==> config.mk <==
export PLATFORM = sky130hd
export DESIGN_NAME = cmos_frame_rx
export DESIGN_NICKNAME = d
export VERILOG_FILES = /design/src/rtl/cmos_frame_rx.sv
export SDC_FILE = /design/constraint.sdc
export NUM_CORES = 1
export LEC_CHECK = 0
export BUFFER_PORTS_ARGS = -buffer_cell sky130_fd_sc_hd__buf_2
export CORE_ASPECT_RATIO = 1.5
export CORE_UTILIZATION = 30
export DETAILED_ROUTE_END_ITERATION = 8
export PLACE_DENSITY = 0.48
export SLEW_MARGIN = 20
export SYNTH_ARGS = -nofsm -noshare
export SYNTH_HDL_FRONTEND = slang
export SYNTH_SLANG_ARGS = --single-unit
==> constraint.sdc <==
create_clock -name clk -period 12.8 [get_ports clk]
set_clock_uncertainty 0.1 [all_clocks]
set_input_delay 3.84 -clock clk [delete_from_list [all_inputs] [get_ports clk]]
set_output_delay 3.84 -clock clk [all_outputs]
set_load 0.1 [all_outputs]
==> src/rtl/cmos_frame_rx.sv <==
// CMOS video sink: rebuilds pixel X/Y from VSYNC/HREF/CLKEN and re-emits pixels with sof/line markers.
// Checks each frame's geometry and reports a status, a running frame count and a data checksum.
module cmos_frame_rx #(
  parameter int IMG_HDISP = 640,
  parameter int IMG_VDISP = 480,
  parameter int DATA_W    = 24,
  parameter int POS_W     = 11,
  parameter int VSYNC_POL = 1
) (
  input  logic              clk,
  input  logic              rst,
  input  logic              CMOS_VSYNC,
  input  logic              CMOS_HREF,
  input  logic              CMOS_CLKEN,
  input  logic [DATA_W-1:0] CMOS_DATA,
  output logic              pix_valid,
  output logic [DATA_W-1:0] pix_data,
  output logic [POS_W-1:0]  pix_x,
  output logic [POS_W-1:0]  pix_y,
  output logic              sof,
  output logic              line_done,
  output logic              frame_done,
  output logic              frame_ok,
  output logic              err_hlen,
  output logic              err_vlen,
  output logic [15:0]       frame_cnt,
  output logic [31:0]       checksum
);

  localparam logic [POS_W-1:0] HDISP = POS_W'(IMG_HDISP);
  localparam logic [POS_W-1:0] VDISP = POS_W'(IMG_VDISP);

  typedef enum logic [1:0] {S_IDLE, S_ARMED, S_ACTIVE} state_t;

  state_t             r_state;
  state_t             w_state_nxt;
  logic               r_vs_q;
  logic               r_href_q;
  logic [POS_W-1:0]   r_x;
  logic [POS_W-1:0]   r_y;
  logic               r_hlen;
  logic [31:0]        r_sum;

  logic               w_vs_n;
  logic               w_bnd;
  logic               w_acc;
  logic               w_line_end;
  logic               w_run;
  logic               w_report;
  logic               w_take;
  logic               w_emit;
  logic               w_close;
  logic               w_hlen_fin;
  logic [POS_W-1:0]   w_x_new;
  logic [POS_W-1:0]   w_y_fin;
  logic [31:0]        w_sum_fin;

  always_comb begin
    w_vs_n     = (VSYNC_POL != 0) ? CMOS_VSYNC : !CMOS_VSYNC;
    w_bnd      = w_vs_n && !r_vs_q;
    w_acc      = CMOS_HREF && CMOS_CLKEN;
    w_line_end = r_href_q && !CMOS_HREF;
    w_run      = (r_state != S_IDLE);
    w_report   = (r_state == S_ACTIVE) && w_bnd;
    // A pixel on the boundary cycle still belongs to the closing frame; in ARMED it is dropped.
    w_take     = w_acc && ((r_state == S_ACTIVE) || ((r_state == S_ARMED) && !w_bnd));
    w_emit     = w_take && (r_x < HDISP) && (r_y < VDISP);
    w_x_new    = (w_take && (r_x != '1)) ? r_x + POS_W'(1) : r_x;
    // Lines close on HREF falling, or at a reporting boundary while HREF is still high.
    w_close    = w_run && (w_line_end || (w_report && CMOS_HREF)) && (w_x_new != '0);
    w_hlen_fin = r_hlen || (w_close && (w_x_new != HDISP));
    w_y_fin    = (w_close && (r_y != '1)) ? r_y + POS_W'(1) : r_y;
    w_sum_fin  = r_sum + (w_emit ? 32'(CMOS_DATA) : 32'd0);

    w_state_nxt = r_state;
    case (r_state)
      S_IDLE:   if (w_bnd) w_state_nxt = S_ARMED;
      S_ARMED:  if (!w_bnd && w_acc) w_state_nxt = S_ACTIVE;
      S_ACTIVE: if (w_bnd) w_state_nxt = S_ARMED;
      default:  w_state_nxt = S_IDLE;
    endcase
  end

  always_ff @(posedge clk) begin
    if (rst) r_state <= S_IDLE;
    else     r_state <= w_state_nxt;
  end

  always_ff @(posedge clk) begin
    if (rst) begin
      r_vs_q   <= 1'b0;
      r_href_q <= 1'b0;
      r_x      <= '0;
      r_y      <= '0;
      r_hlen   <= 1'b0;
      r_sum    <= '0;
    end else begin
      r_vs_q   <= w_vs_n;
      r_href_q <= CMOS_HREF;
      if (w_bnd) begin
        r_x    <= '0;
        r_y    <= '0;
        r_hlen <= 1'b0;
        r_sum  <= '0;
      end else begin
        r_x    <= w_close ? '0 : w_x_new;
        r_y    <= w_y_fin;
        r_hlen <= w_hlen_fin;
        r_sum  <= w_sum_fin;
      end
    end
  end

  always_ff @(posedge clk) begin
    if (rst) begin
      pix_valid  <= 1'b0;
      pix_data   <= '0;
      pix_x      <= '0;
      pix_y      <= '0;
      sof        <= 1'b0;
      line_done  <= 1'b0;
      frame_done <= 1'b0;
      frame_ok   <= 1'b0;
      err_hlen   <= 1'b0;
      err_vlen   <= 1'b0;
      frame_cnt  <= '0;
      checksum   <= '0;
    end else begin
      pix_valid  <= w_emit;
      sof        <= w_emit && (r_state == S_ARMED);
      line_done  <= w_close;
      frame_done <= w_report;
      if (w_emit) begin
        pix_data <= CMOS_DATA;
        pix_x    <= r_x;
        pix_y    <= r_y;
      end
      if (w_report) begin
        err_hlen  <= w_hlen_fin;
        err_vlen  <= (w_y_fin != VDISP);
        frame_ok  <= !w_hlen_fin && (w_y_fin == VDISP);
        checksum  <= w_sum_fin;
        frame_cnt <= frame_cnt + 16'd1;
      end
    end
  end

endmodule

==> results.toml <==
[synth]
synth_most_common_cell = "nand2_1"
syn_nets = 961
synth_edf_count = 0
synth_area_um2 = 7367
ys_warn_count = 0
synth.distinct_cells = 61
synth_compound_area_share_pct = 15.08
synth-xor-area-share_pct = 6.776
synth_top_family_by_area = "simple AND/OR/NAND/NOR gates"
synthTopCellsByCount = "nand2_1 (163), dfxtp_1 (160), a21oi_1 (100)"
synth_top_area_cell = "dfxtp_1"
async_reset_ff_share_pct = 0
syn-instance-count = 904
netlist.area_leader.share_pct = 43.48
synthFlopType = "dfxtp_1"
synthSimpleGateAreaFrac_pct = 25.15
synthMuxAreaShare_pct = 0.4076
syn_area_per_cell_um2 = 8.149
ys_seq_area_share_pct = 43.48
synthTopCellsByArea = "dfxtp_1 (43%), nand2_1 (8.3%), a21oi_1 (6.8%)"
ys_seq_elements = 160
synth_adder_area_share_pct = 4.857

[detailed_routing]
drt_iter0_markers = 300
drcViolationCount = 0
ant_nets = 0
first_pass_iters = 4
vias_per_cell = 4.754
vias = 6413
wl_per_cell_um = 14.95
routed_wl_mm = 20.17

[layout]
n_fill_cell = 2584
finalNonFillerCells = 1349
fin_util_pct = 37.27
num-nets-final = 1073
area_growth_pct = 20.99
drive_above_1_share_pct = 18.08

[timing]
setup_viol = 0
setup_tns_ns = 0
fmaxAchievable_mhz = 123.7
drv_slew = 0
layout_min_cycle_time_ns = 8.085
rsz0062_at_grt = "no"
period_share_pct = 63.17
fin_hold_ws_ns = 0.3513
worst_slew_pin_slew_ns = 0.9400
slew-limit-headroom_pct = 37.18
hold_violations = 0

[clock_tree]
cts_sinks = 160
path_clk_slew_ns = 0.06
postCtsSetupRepairBufs = 0
cts_hold_buffers = 0
cts_made_buffers = 17
cts_root_buffer = "clkbuf_16"
cts_tree = "yes"
htree_levels = 4
cts_resized = 0
cts_max_path_buffers = 2
worstSkewPairLatency_ns = 0.44

[power]
p_sw_share_pct = 23.86
p_per_area_nw_per_um2 = 120.9
power_frac_seq_pct = 46.7
leakage_uw = 0.003883
p_int_uw = 820.6
peakVddDrop_uv = 90.50
pwr-share-clk_pct = 48.5
combinationalPowerShare_pct = 4.8
finalPower_uw = 1078
netSwitchingPower_uw = 257.2

[floorplan]
dieWidth_um = 130.0
rows = 69
initial_core_util_pct = 30.81
io-pin-count = 130
core_area_um2 = 23910
die_area_um2 = 25200
die_y_um = 193.9

[worst_setup_path]
critPathMaxFanout = 29
required_ns = 13.05
crit_arrival_ns = 8.33
critPathLaunchType = "input pin"
critPathKind = "input pin to flop"
endpoint_kind = "flop"

[run]
maxCapViolCount = 0

[worst_hold_path]
hp-class = "flop to flop"

[global_route]
gr-total-overflow = 0
antenna_found_initial = 1
grt_usage_pct = 16.86
grt_pass1_vias = 6361
grt_max_degree = 71
grt_first_pass_wirelength_mm = 32.81

[place]
io_buffers = 129
post-place-cells = 1316
gp_congestion = 0.8455
place_hpwl_mm = 14.58

[outcome]
status = "complete, no violations"
==> path summary, 6_finish.rpt <==
path	from	to	slack, ns	cells after the start
setup / recovery	CMOS_VSYNC	checksum[31]	4.71	19
hold / removal	pix_y[4]	pix_y[4]	0.35	2
setup reg to reg	r_state[0]	checksum[31]	7.82	18
hold reg to reg	pix_y[4]	pix_y[4]	0.35	2
==> layer usage <==
metal	wire (µm)	global-route usage (%)	vias up
met5	0	0	-
met4	374	5.857	0
met3	867	3.974	27
met2	10430	30.07	114
met1	8506	19.25	2990
li1	-	-	3282
==> critical path: stages <==
cell and delay (ns):
buf_2 0.11, nor2b_2 0.19, o21a_4 0.25, nor2_1 0.21, and4_2 0.50, buf_4 0.42
nand2_1 0.15, inv_1 0.08, ha_1 0.18, a21o_1 0.12, a21oi_1 0.10, o21ai_0 0.25
a21oi_1 0.19, o21ai_0 0.45, a21oi_1 0.23, o31ai_1 0.48, nand4_1 0.17, xor2_1 0.17
a211oi_1 0.21
==> cell families after synthesis <==
kind of cell,Yosys count
AO/OA/AOI/OAI,178
XOR/XNOR,57
adder cells (fa/ha/maj),28
buffers and inverters,81
flip-flops,160
multiplexers,3
AND/OR/NAND/NOR,397
==> layout make-up <==
type                    instances  area [µm²]  area share (%)
multi-input cells             663        3860           43.30
flip-flops and latches        160        3203           35.93
repair buffers                136       708.2           7.945
clock buffers                  19       432.9           4.857
well taps                     319       399.1           4.478
clock inverters                13       165.2           1.853
inverters                      38       142.6           1.600
diodes                          1       2.502         0.02807
==> stage by stage <==
step           worst slack [ns]  cell area, µm²
5_1_grt                   4.230            8911
4_1_cts                   4.620            8911
3_3_place_gp              4.367            8298
6_report                  4.715            8914
3_5_place_dp              4.162            8313
2_1_floorplan             5.246            7367
==> cells in the final DEF, fill, tap and decap left out, types with 5 or more instances in the layout <==
cell	instances
a211oi_1	15
a21o_1	8
a21oi_1	100
a31oi_1	6
and2_1	23
and3_1	19
buf_2	128
buf_4	7
clkbuf_16	17
dfxtp_1	160
ha_1	27
inv_1	38
nand2_1	163
nand2b_1	12
nand3_1	24
nand4_1	10
nor2_1	91
nor3_1	15
nor3b_1	5
o21ai_0	18
or3_1	11
xnor2_1	30
xor2_1	27
==> flip-flops by register name (all words and copies together) (netlist names), 11 cells and up <==
signal	cells
r_sum	32
pix_data	24
pix_x	11
pix_y	11
frame_cnt	16
checksum	32
r_x	11
r_y	11
==> power groups by stage <==
stage | clock [µW] | sequential, µW | combinational (µW)
6_report | 523 | 503 | 52.0
5_1_grt | 561 | 503 | 56.8
4_1_cts | 541 | 503 | 53.1
3_5_place_dp | 0 | 514 | 52.8
3_3_place_gp | 0 | 514 | 52.8
2_1_floorplan | 0 | 528 | 22.9
Power figures use the tool's default switching activity.
